**src/rtl/pc_fetch_unit.sv**
```systemverilog
// Instruction-fetch stage: owns the PC, fetches one word per instruction and hands it to the core.
// Optional `BRANCH_DELAY_SLOT_EN: a taken redirect lands one instruction late (MIPS delay slot).
module pc_fetch_unit #(
    parameter logic [31:0] RESET_PC = 32'h0000_0000
) (
    input  logic        CLK,
    input  logic        RST,
    output logic        imem_req,
    output logic [31:0] imem_addr,
    input  logic        imem_ack,
    input  logic [31:0] imem_rdata,
    output logic [31:0] instruction,
    output logic [31:0] Ins_Addr,
    output logic        ins_valid,
    input  logic        ins_ready,
    input  logic        PCSrc,
    input  logic [31:0] PCSrc_immediate,
    input  logic        Jump,
    input  logic [25:0] Jump_immediate,
    output logic [31:0] fetch_count
);

    typedef enum logic [1:0] {
        S_IDLE,
        S_FETCH,
        S_VALID
    } state_t;

    state_t      state;
    state_t      state_nxt;
    logic [31:0] pc;
    logic        fetch_done;
    logic        consume;
    logic [31:0] seq;
    logic [31:0] btarget;
    logic [31:0] jtarget;
    logic [31:0] next_pc;

    // NOTE: sequential state is written with <= so every register samples pre-edge values.
    always_ff @(posedge CLK or posedge RST) begin
        if (RST) begin
            state <= S_IDLE;
        end else begin
            state <= state_nxt;
        end
    end

    // NOTE: every output of this block gets a default first, so no path can infer a latch.
    always_comb begin
        state_nxt  = state;
        imem_req   = 1'b0;
        ins_valid  = 1'b0;
        fetch_done = 1'b0;
        consume    = 1'b0;
        case (state)
            S_IDLE: begin
                state_nxt = S_FETCH;
            end
            S_FETCH: begin
                imem_req = 1'b1;
                if (imem_ack) begin
                    fetch_done = 1'b1;
                    state_nxt  = S_VALID;
                end
            end
            S_VALID: begin
                ins_valid = 1'b1;
                if (ins_ready) begin
                    consume   = 1'b1;
                    state_nxt = S_FETCH;
                end
            end
            default: begin
                state_nxt = S_IDLE;
            end
        endcase
    end

    // Request is decoded from state, so an async reset drops it immediately.
    assign imem_addr = pc;

    assign seq     = Ins_Addr + 32'd4;
    assign btarget = seq + (PCSrc_immediate << 2);
    assign jtarget = {seq[31:28], Jump_immediate, 2'b00};

`ifdef BRANCH_DELAY_SLOT_EN
    logic        pending;
    logic [31:0] pending_target;
    logic        redirect;
    logic [31:0] redirect_target;

    assign redirect        = Jump | PCSrc;
    assign redirect_target = Jump ? jtarget : btarget;
    // The delay-slot instruction always falls through to the stored target.
    assign next_pc         = pending ? pending_target : seq;

    always_ff @(posedge CLK or posedge RST) begin
        if (RST) begin
            pending        <= 1'b0;
            pending_target <= 32'h0000_0000;
        end else if (consume) begin
            if (pending) begin
                pending <= 1'b0;
            end else if (redirect) begin
                pending        <= 1'b1;
                pending_target <= redirect_target;
            end
        end
    end
`else
    assign next_pc = Jump ? jtarget : (PCSrc ? btarget : seq);
`endif

    always_ff @(posedge CLK or posedge RST) begin
        if (RST) begin
            pc          <= RESET_PC;
            instruction <= 32'h0000_0000;
            Ins_Addr    <= RESET_PC;
            fetch_count <= 32'h0000_0000;
        end else begin
            if (fetch_done) begin
                instruction <= imem_rdata;
                Ins_Addr    <= pc;
            end
            if (consume) begin
                pc          <= next_pc;
                fetch_count <= fetch_count + 32'd1;
            end
        end
    end

endmodule

```
**config.mk**
```make
export PLATFORM = sky130hd
export DESIGN_NAME = pc_fetch_unit
export DESIGN_NICKNAME = d
export VERILOG_FILES = /design/src/rtl/pc_fetch_unit.sv
export SDC_FILE = /design/constraint.sdc
export NUM_CORES = 1
export LEC_CHECK = 0
export BUFFER_PORTS_ARGS = -buffer_cell sky130_fd_sc_hd__clkbuf_2
export CAP_MARGIN = 20
export CORE_ASPECT_RATIO = 0.6
export CORE_MARGIN = 2
export CORE_UTILIZATION = 57
export CTS_CLUSTER_DIAMETER = 150
export CTS_CLUSTER_SIZE = 12
export DETAILED_ROUTE_END_ITERATION = 10
export PLACE_DENSITY_LB_ADDON = 0.3
export SETUP_SLACK_MARGIN = 0.4
export SYNTH_ARGS = -nofsm -noshare
export SYNTH_HDL_FRONTEND = slang
export SYNTH_SLANG_ARGS = --single-unit
```
**constraint.sdc**
```tcl
create_clock -name CLK -period 10.62 [get_ports CLK]
set_clock_uncertainty 0.05 [all_clocks]
set_input_delay 0.531 -clock CLK [delete_from_list [all_inputs] [get_ports CLK]]
set_output_delay 0.531 -clock CLK [all_outputs]
set_load 0.03 [all_outputs]
```
==> results of run 1 <==
cells by family (layout without fill, tap and decap cells):
kind of cell	Yosys count	in the layout	share of synthesized area [%]
AND/OR/NAND/NOR	247	247	15.44
AO/OA/AOI/OAI	172	172	14.24
flip-flops	130	130	42.26
XOR/XNOR	78	78	9.069
multiplexers	69	69	10.08
buffers and inverters	49	282	2.487
adder cells (fa/ha/maj)	39	39	6.436
repair_timing:
action / 4_1_cts / 5_1_grt
hold buffers: 0 / 1
hold endpoints to repair: 0 / 7
buffers inserted: 0 / 0
setup endpoints to repair: 0 / 0
per-layer routing:
| layer | share of wire, % | GRT usage (%) | vias to the layer above |
|---|---|---|---|
| li1 | - | - | 3235 |
| met1 | 46 | 45.80 | 3353 |
| met2 | 43 | 45.29 | 329 |
| met3 | 9.7 | 7.980 | 18 |
| met4 | 0.71 | 5.607 | 0 |
| met5 | 0 | 0 | - |
power by group through the flow:
stage	clock (mW)	sequential (mW)	combinational [mW]
2_1_floorplan	0	1.15	0.731
3_3_place_gp	0	0.833	1.43
3_5_place_dp	0	0.845	1.45
4_1_cts	0.607	0.840	1.46
5_1_grt	0.632	0.870	1.59
6_report	0.600	0.843	1.48
through the flow:
step                      instances  hold slack (ns)  setup slack, ns
after floorplan                 784           0.4196            6.570
after CTS                      1183           0.2798            6.571
after global placement         1151           0.4115            6.770
final                          1187           0.2899            6.474
after global routing           1187           0.2832            6.345
after detailed placement       1151           0.4128            6.631
layout make-up:
cell class                 count  area (µm²)  share of cell area [%]
clock inverter                15       180.2                   1.871
timing repair buffer         231        1226                   12.74
clock buffer                  17       425.4                   4.418
tap                          170       212.7                   2.209
multi-input combinational    605        4257                   44.21
sequential                   130        3253                   33.79
inverter                      19       73.82                  0.7667
state kept, by name, indices dropped and copies added, names as in the netlist:
signal	cells
instruction	32
Ins_Addr	32
fetch_count	32
imem_addr	32
state	2
final timing paths:
check	startpoint	cells past startpoint	slack [ns]	end
setup / recovery	Ins_Addr[4]	14	6.47	imem_addr[20]
hold / removal	imem_ack	2	0.29	state[0]
setup reg to reg	Ins_Addr[4]	14	6.47	imem_addr[20]
hold reg to reg	fetch_count[31]	1	0.42	fetch_count[31]
max in group asynchronous	RST	4	9.15	Ins_Addr[27]
min in group asynchronous	RST	3	0.53	instruction[25]
cell usage in the layout, fill, tap and decap left out, drive strengths merged, types with 33 or more instances in the layout:
cell type / n
clkbuf: 240
a21oi: 45
nor2: 59
xnor2: 48
ha: 38
nand3: 33
o21ai: 56
dfrtp: 130
nand2: 81
mux2: 65
==> flow_summary_export.csv, run 1 <==
group,metric,value,unit
power,combPwrFrac,50.6,%
drt,drc_errors,0,
run_status,status,"finished clean",
power,finalPower,2.920,mW
yosys,syn_inst,784,
yosys,synthesis.area,7699,µm²
clock_network,clk_latency,0.41,ns
worst_setup_path,worstPathBufferInverterCount,0,
drt,drtPass1Iterations,7,
yosys,synthFlopType,"dfrtp_1",
sta,tns,0,ns
die,io_pins,226,
clock_network,h-tree-depth,4,
yosys,synth_area_leaders,"dfrtp_1 (42%), mux2_2 (9.4%), ha_1 (6.2%)",
global_routing,first_global_vias,6530,
power,power.leakage,4.762,nW
power,p_clk_share,20.5,%
yosys,synth-seq-area-share,42.26,%
die,dieArea,14480,µm²
worst_setup_path,cp-start-kind,"flop",
drt,drtAntennaViolNets,0,
power,ir_worst_vdd,0.2116,mV
global_routing,grt_start_max_net_pins,83,
sta,layout_min_cycle_time,4.146,ns
clock_network,ctsResizeCount,0,
global_routing,antenna_found_initial,0,
sta,fmax,0.2412,GHz
layout,syn_to_final_growth,25.06,%
worst_setup_path,arrival,4.42,ns
worst_hold_path,hp-class,"primary input to flop",
power,p_sw_share,46.66,%
clock_network,cts_made_buffers,17,
power,power_density,303.3,nW/µm²
placement,routabilityCongestion,0.9588,
yosys,synth.top_cells.by_count,"dfrtp_1 (130), nand2_1 (81), mux2_2 (64)",
layout,post-route-util,73.99,%
layout,fin_nets,1139,
placement,port_buffers,223,
yosys,yosys.cell_count.top_type,"dfrtp_1",
die,dieWidth,154.0,µm
layout,drive_gt1_share,34.22,%
sta,slew_violations,0,
global_routing,grt_pass1_wl,34.73,mm
drt,wire_per_inst,18.44,µm
sta,finalSetupViolations,0,
yosys,synth-edff-count,0,
flow_run,drv_cap,0,
yosys,synth_top_area_share,42.26,%
layout,final_area,9628,µm²
sta,worst_pin_slew,0.7698,ns
worst_setup_path,slowest_delay,0.47,ns
clock_network,cts.sinks,130,
worst_setup_path,crit_path_max_fanout,8,
power,switching_power,1.363,mW
worst_setup_path,worstPathRequired,10.89,ns
yosys,ys_ff_latch,130,
power,seq_power_share,28.9,%
drt,num_vias,6935,
worst_setup_path,crit_path_frequent_cell,"a21oi_1",
worst_setup_path,cpMaxStageDelayCell,"dfrtp_1",
die,fp-row-count,32,
clock_network,cts_buffer_depth,2,
clock_network,cts_tree,"built",
layout,diodes,0,
die,core,13010,µm²
power,p_int,1.558,mW
global_routing,grt_overflow,0,
worst_setup_path,setup.worst_path.class,"flop to flop",
global_routing,grt_usage,30.66,%
yosys,synth_cell_type_count,69,
worst_setup_path,crit_family,"compound AO/OA/AOI/OAI gates",
yosys,syn_area_per_cell,9.820,µm²
sta,rsz0062_at_grt,"false",
drt,wl,21.89,mm
worst_setup_path,path_cells,"and4_4 > and4_1 > and3_1 > xor2_1 > ha_1 > a21oi_1 > o21ai_2 > a21oi_1 > a211oi_2 > a21oi_1 > and2_4 > mux2_4 > a31oi_1 > a2bb2oi_1",
clock_network,clkTransAtPathRegs,0.07,ns
yosys,ys_warn_count,0,
yosys,async_flop_share,100.0,%
worst_setup_path,cp-end-kind,"flop",
sta,finalHoldViolCount,0,
yosys,synthesis.nets,919,
sta,fin_crit_sh,39.04,%
placement,placed_cell_area,8942,µm²
clock_network,root_buffer,"clkbuf_16",
sta,slew_headroom,48.68,%
yosys,yosysTopAreaCell,"dfrtp_1",
layout,nFillCells,951,
placement,post-dp-hpwl,16.17,mm
drt,drt_iter0_drc,604,
die,start_util,59.16,%
drt,avgViaCountPerCell,5.842,
die,fp.dieH,94.02,µm
Power figures use the tool's default switching activity.
==> run 2, diff against run 1 <==
--- a/config.mk
+++ b/config.mk
@@ -5,11 +5,12 @@
 export SDC_FILE = /design/constraint.sdc
 export NUM_CORES = 1
 export LEC_CHECK = 0
+export ABC_AREA = 1
 export BUFFER_PORTS_ARGS = -buffer_cell sky130_fd_sc_hd__clkbuf_2
 export CAP_MARGIN = 20
 export CORE_ASPECT_RATIO = 0.6
 export CORE_MARGIN = 2
-export CORE_UTILIZATION = 57
+export CORE_UTILIZATION = 49
 export CTS_CLUSTER_DIAMETER = 150
 export CTS_CLUSTER_SIZE = 12
 export DETAILED_ROUTE_END_ITERATION = 10
==> constraint.sdc (replaced) <==
create_clock -name CLK -period 3.3 [get_ports CLK]
set_clock_uncertainty 0.05 [all_clocks]
set_input_delay 0.165 -clock CLK [delete_from_list [all_inputs] [get_ports CLK]]
set_output_delay 0.165 -clock CLK [all_outputs]
set_load 0.03 [all_outputs]
==> run 2 against run 1 <==
Effect of this change: register-to-register slack lost 6.1 ns; global-route usage grew 1.6 points; synthesized cell count grew 58%; sequential share of layout area shrank 8.6 points; cell count grew 54%; utilization shrank 1.5 points.
==> flow_summary_export.csv, run 2 <==
group,metric,value,unit
run_status,status,"finished clean",
layout,multiInputGateArea,5959,µm²
sta,worst_pin_slew,0.6079,ns
worst_hold_path,min-delay-start,"Jump_immediate[4]",
power,power.leakage,6.768,nW
layout,layout_commonest_cell,"nand2_1",
clock_network,root_buffer,"clkbuf_16",
layout,syn_to_final_growth,46.33,%
power,finalPower,12.30,mW
die,start_util,49.53,%
yosys,synth_top_area_share,36.65,%
die,dieWidth,177.8,µm
yosys,synth-edff-count,0,
yosys,synth_cell_type_count,47,
yosys,synthFlopType,"dfrtp_1",
clock_network,cts_buffer_depth,2,
yosys,synthesis.nets,1373,
die,fp.dieH,108.3,µm
placement,routabilityCongestion,1.010,
sta,finalSetupViolations,0,
flow_run,drv_cap,0,
drt,avgViaCountPerCell,5.306,
global_routing,first_global_vias,8752,
layout,fin_nets,1709,
worst_setup_path,setup.worst_path.class,"flop to flop",
worst_setup_path,cp-end-kind,"flop",
sta,slew_headroom,59.39,%
sta,fmax,0.3388,GHz
worst_setup_path,cpMaxStageDelayCell,"dfrtp_2",
worst_hold_path,hp-class,"primary input to flop",
clock_network,cts.sinks,130,
sta,fin_crit_sh,89.45,%
power,power_density,946.8,nW/µm²
drt,wl,32.46,mm
worst_setup_path,cp-start-kind,"flop",
layout,final_cell_mix,"nand2_1 (298), clkbuf_2 (223), inv_1 (168)",
worst_setup_path,crit_path_max_fanout,4,
yosys,synth_area_leaders,"dfrtp_1 (37%), nand2_1 (15%), inv_1 (8.0%)",
drt,drtPass1Iterations,5,
drt,num_vias,9694,
sta,slew_violations,0,
worst_setup_path,worstPathBufferInverterCount,2,
worst_setup_path,crit_path_frequent_cell,"nand2_1",
worst_setup_path,slowest_delay,0.45,ns
drt,drc_errors,0,
drt,wire_per_inst,17.77,µm
clock_network,h-tree-depth,4,
clock_network,cts_tree,"built",
placement,post-dp-hpwl,22.47,mm
worst_setup_path,crit_family,"simple AND/OR/NAND/NOR gates",
clock_network,clkTransAtPathRegs,0.07,ns
sta,layout_min_cycle_time,2.952,ns
power,ir_worst_vdd,0.6225,mV
yosys,synth.top_cells.by_count,"nand2_1 (355), inv_1 (189), nor2_1 (137)",
placement,port_buffers,223,
layout,diodes,0,
yosys,ys_ff_latch,130,
worst_setup_path,r2r_start,"Ins_Addr[3]",
die,io_pins,226,
yosys,syn_area_per_cell,7.171,µm²
layout,nFillCells,1383,
sta,tns,0,ns
clock_network,cts_made_buffers,17,
sta,finalHoldViolCount,0,
sta,rsz0062_at_grt,"true",
yosys,yosys.cell_count.top_type,"nand2_1",
yosys,syn_inst,1238,
global_routing,antenna_found_initial,0,
worst_setup_path,critPathLaunch,"Ins_Addr[3]",
worst_setup_path,arrival,3.25,ns
yosys,synthesis.area,8877,µm²
worst_setup_path,worstPathRequired,3.60,ns
layout,regArea,3274,µm²
worst_setup_path,path_cells,"buf_6 > ha_4 > nand3_4 > nor2_4 > nand2_4 > nor2_4 > xor2_2 > inv_2 > ha_4 > nand2_1 > nand2_1 > o21bai_2 > a21oi_2 > nand3_1 > nand2_1 > nand3_2 > nand2_2 > nand2_1 > nand2_1",
die,core,17920,µm²
yosys,async_flop_share,100.0,%
global_routing,grt_usage,32.24,%
global_routing,grt_pass1_wl,47.24,mm
clock_network,clk_latency,0.42,ns
yosys,synth-seq-area-share,36.65,%
drt,drt_iter0_drc,979,
global_routing,grt_start_max_net_pins,95,
yosys,yosysTopAreaCell,"dfrtp_1",
layout,drive_gt1_share,39.07,%
global_routing,grt_overflow,0,
die,dieArea,19240,µm²
yosys,ys_warn_count,0,
drt,drtAntennaViolNets,0,
die,fp-row-count,38,
==> run 2: changes by cell type after synthesis, sizes merged, moves of 6 or more <==
| cell | previous run | this run |
|---|---|---|
| inv | 19 | 193 |
| nand3 | 33 | 72 |
| o21bai | 3 | 11 |
| clkbuf | 24 | 14 |
| o211ai | 9 | 2 |
| xnor2 | 48 | 19 |
| nand4 | 12 | 18 |
| mux2 | 65 | 35 |
| and3 | 18 | 0 |
| nand2 | 81 | 362 |
| nor2 | 59 | 149 |
| a211oi | 14 | 0 |
| nand2b | 6 | 0 |
==> run 2: area by class of cell <==
type,count,area share (%)
multi-input cells,889,45.88
flip-flops and latches,130,25.21
repair buffers,342,16.63
inverters,194,5.654
clock buffers,17,3.275
well taps,240,2.312
clock inverters,15,1.040
==> run 2: what timing repair did <==
item | in CTS | in global routing
endpoints found under the setup margin | 20 | 21
pin swaps | 24 | 81
hold endpoints to repair | 56 | 0
gates resized for setup | 77 | 206
hold buffers | 35 | 0
setup buffers | 25 | 36
==> run 2: worst paths after layout <==
kind                                        end  slack (ns)  cells after the start
worst max-delay path              imem_addr[25]        0.35                     19
worst min-delay path               imem_addr[6]       0.005                      3
worst max register to register    imem_addr[25]        0.35                     19
worst min register to register  fetch_count[31]        0.43                      1
max in group asynchronous         imem_addr[25]        1.93                      4
min in group asynchronous         imem_addr[24]        0.32                      3
==> run 2: cells by family after synthesis <==
kind of cell / count (synthesis) / share of synthesized area (%)
compound gates: 134 / 8.513
xor+xnor: 50 / 4.933
fa+ha+maj: 39 / 5.581
buf+inv: 219 / 9.401
flops: 130 / 36.65
mux: 35 / 4.440
simple gates: 631 / 30.49
==> run 2: metal layers <==
layer	up-vias	routed length [µm]	global-route usage (%)
li1	4578	-	-
met1	4512	13890	47.19
met2	540	13990	46.71
met3	64	3878	9.634
met4	0	703	7.260
met5	-	0	0
==> run 2: through the flow <==
| stage | instance area [µm²] | std cells | setup slack (ns) | util, % | hold slack, ns |
|---|---|---|---|---|---|
| detailed placement | 10380 | 1698 | -0.01883 | 57.89 | 0.2041 |
| floorplan | 8881 | 1238 | 0.4614 | - | 0.2013 |
| global placement | 10380 | 1698 | 0.01049 | 57.89 | 0.1910 |
| CTS | 11790 | 1790 | 0.3599 | 65.76 | 0.009154 |
| global route | 12990 | 1827 | 0.1729 | 72.47 | 0.02782 |
| finish | 12990 | 1827 | 0.3481 | 72.47 | 0.005151 |
==> run 2: power by group <==
part | total, mW | leakage (nW) | switching, mW | internal [mW]
Combinational | 7.62 | 4.92 | 4.89 | 2.73
Clock | 1.85 | 0.273 | 0.854 | 0.996
Sequential | 2.83 | 1.57 | 0.601 | 2.23
==> run 2: worst min-delay path: cells and delay by family <==
family / cells / cell delay (ns)
buffers and inverters: 1 / 0.09
AOI/OAI and AO/OA: 2 / 0.17
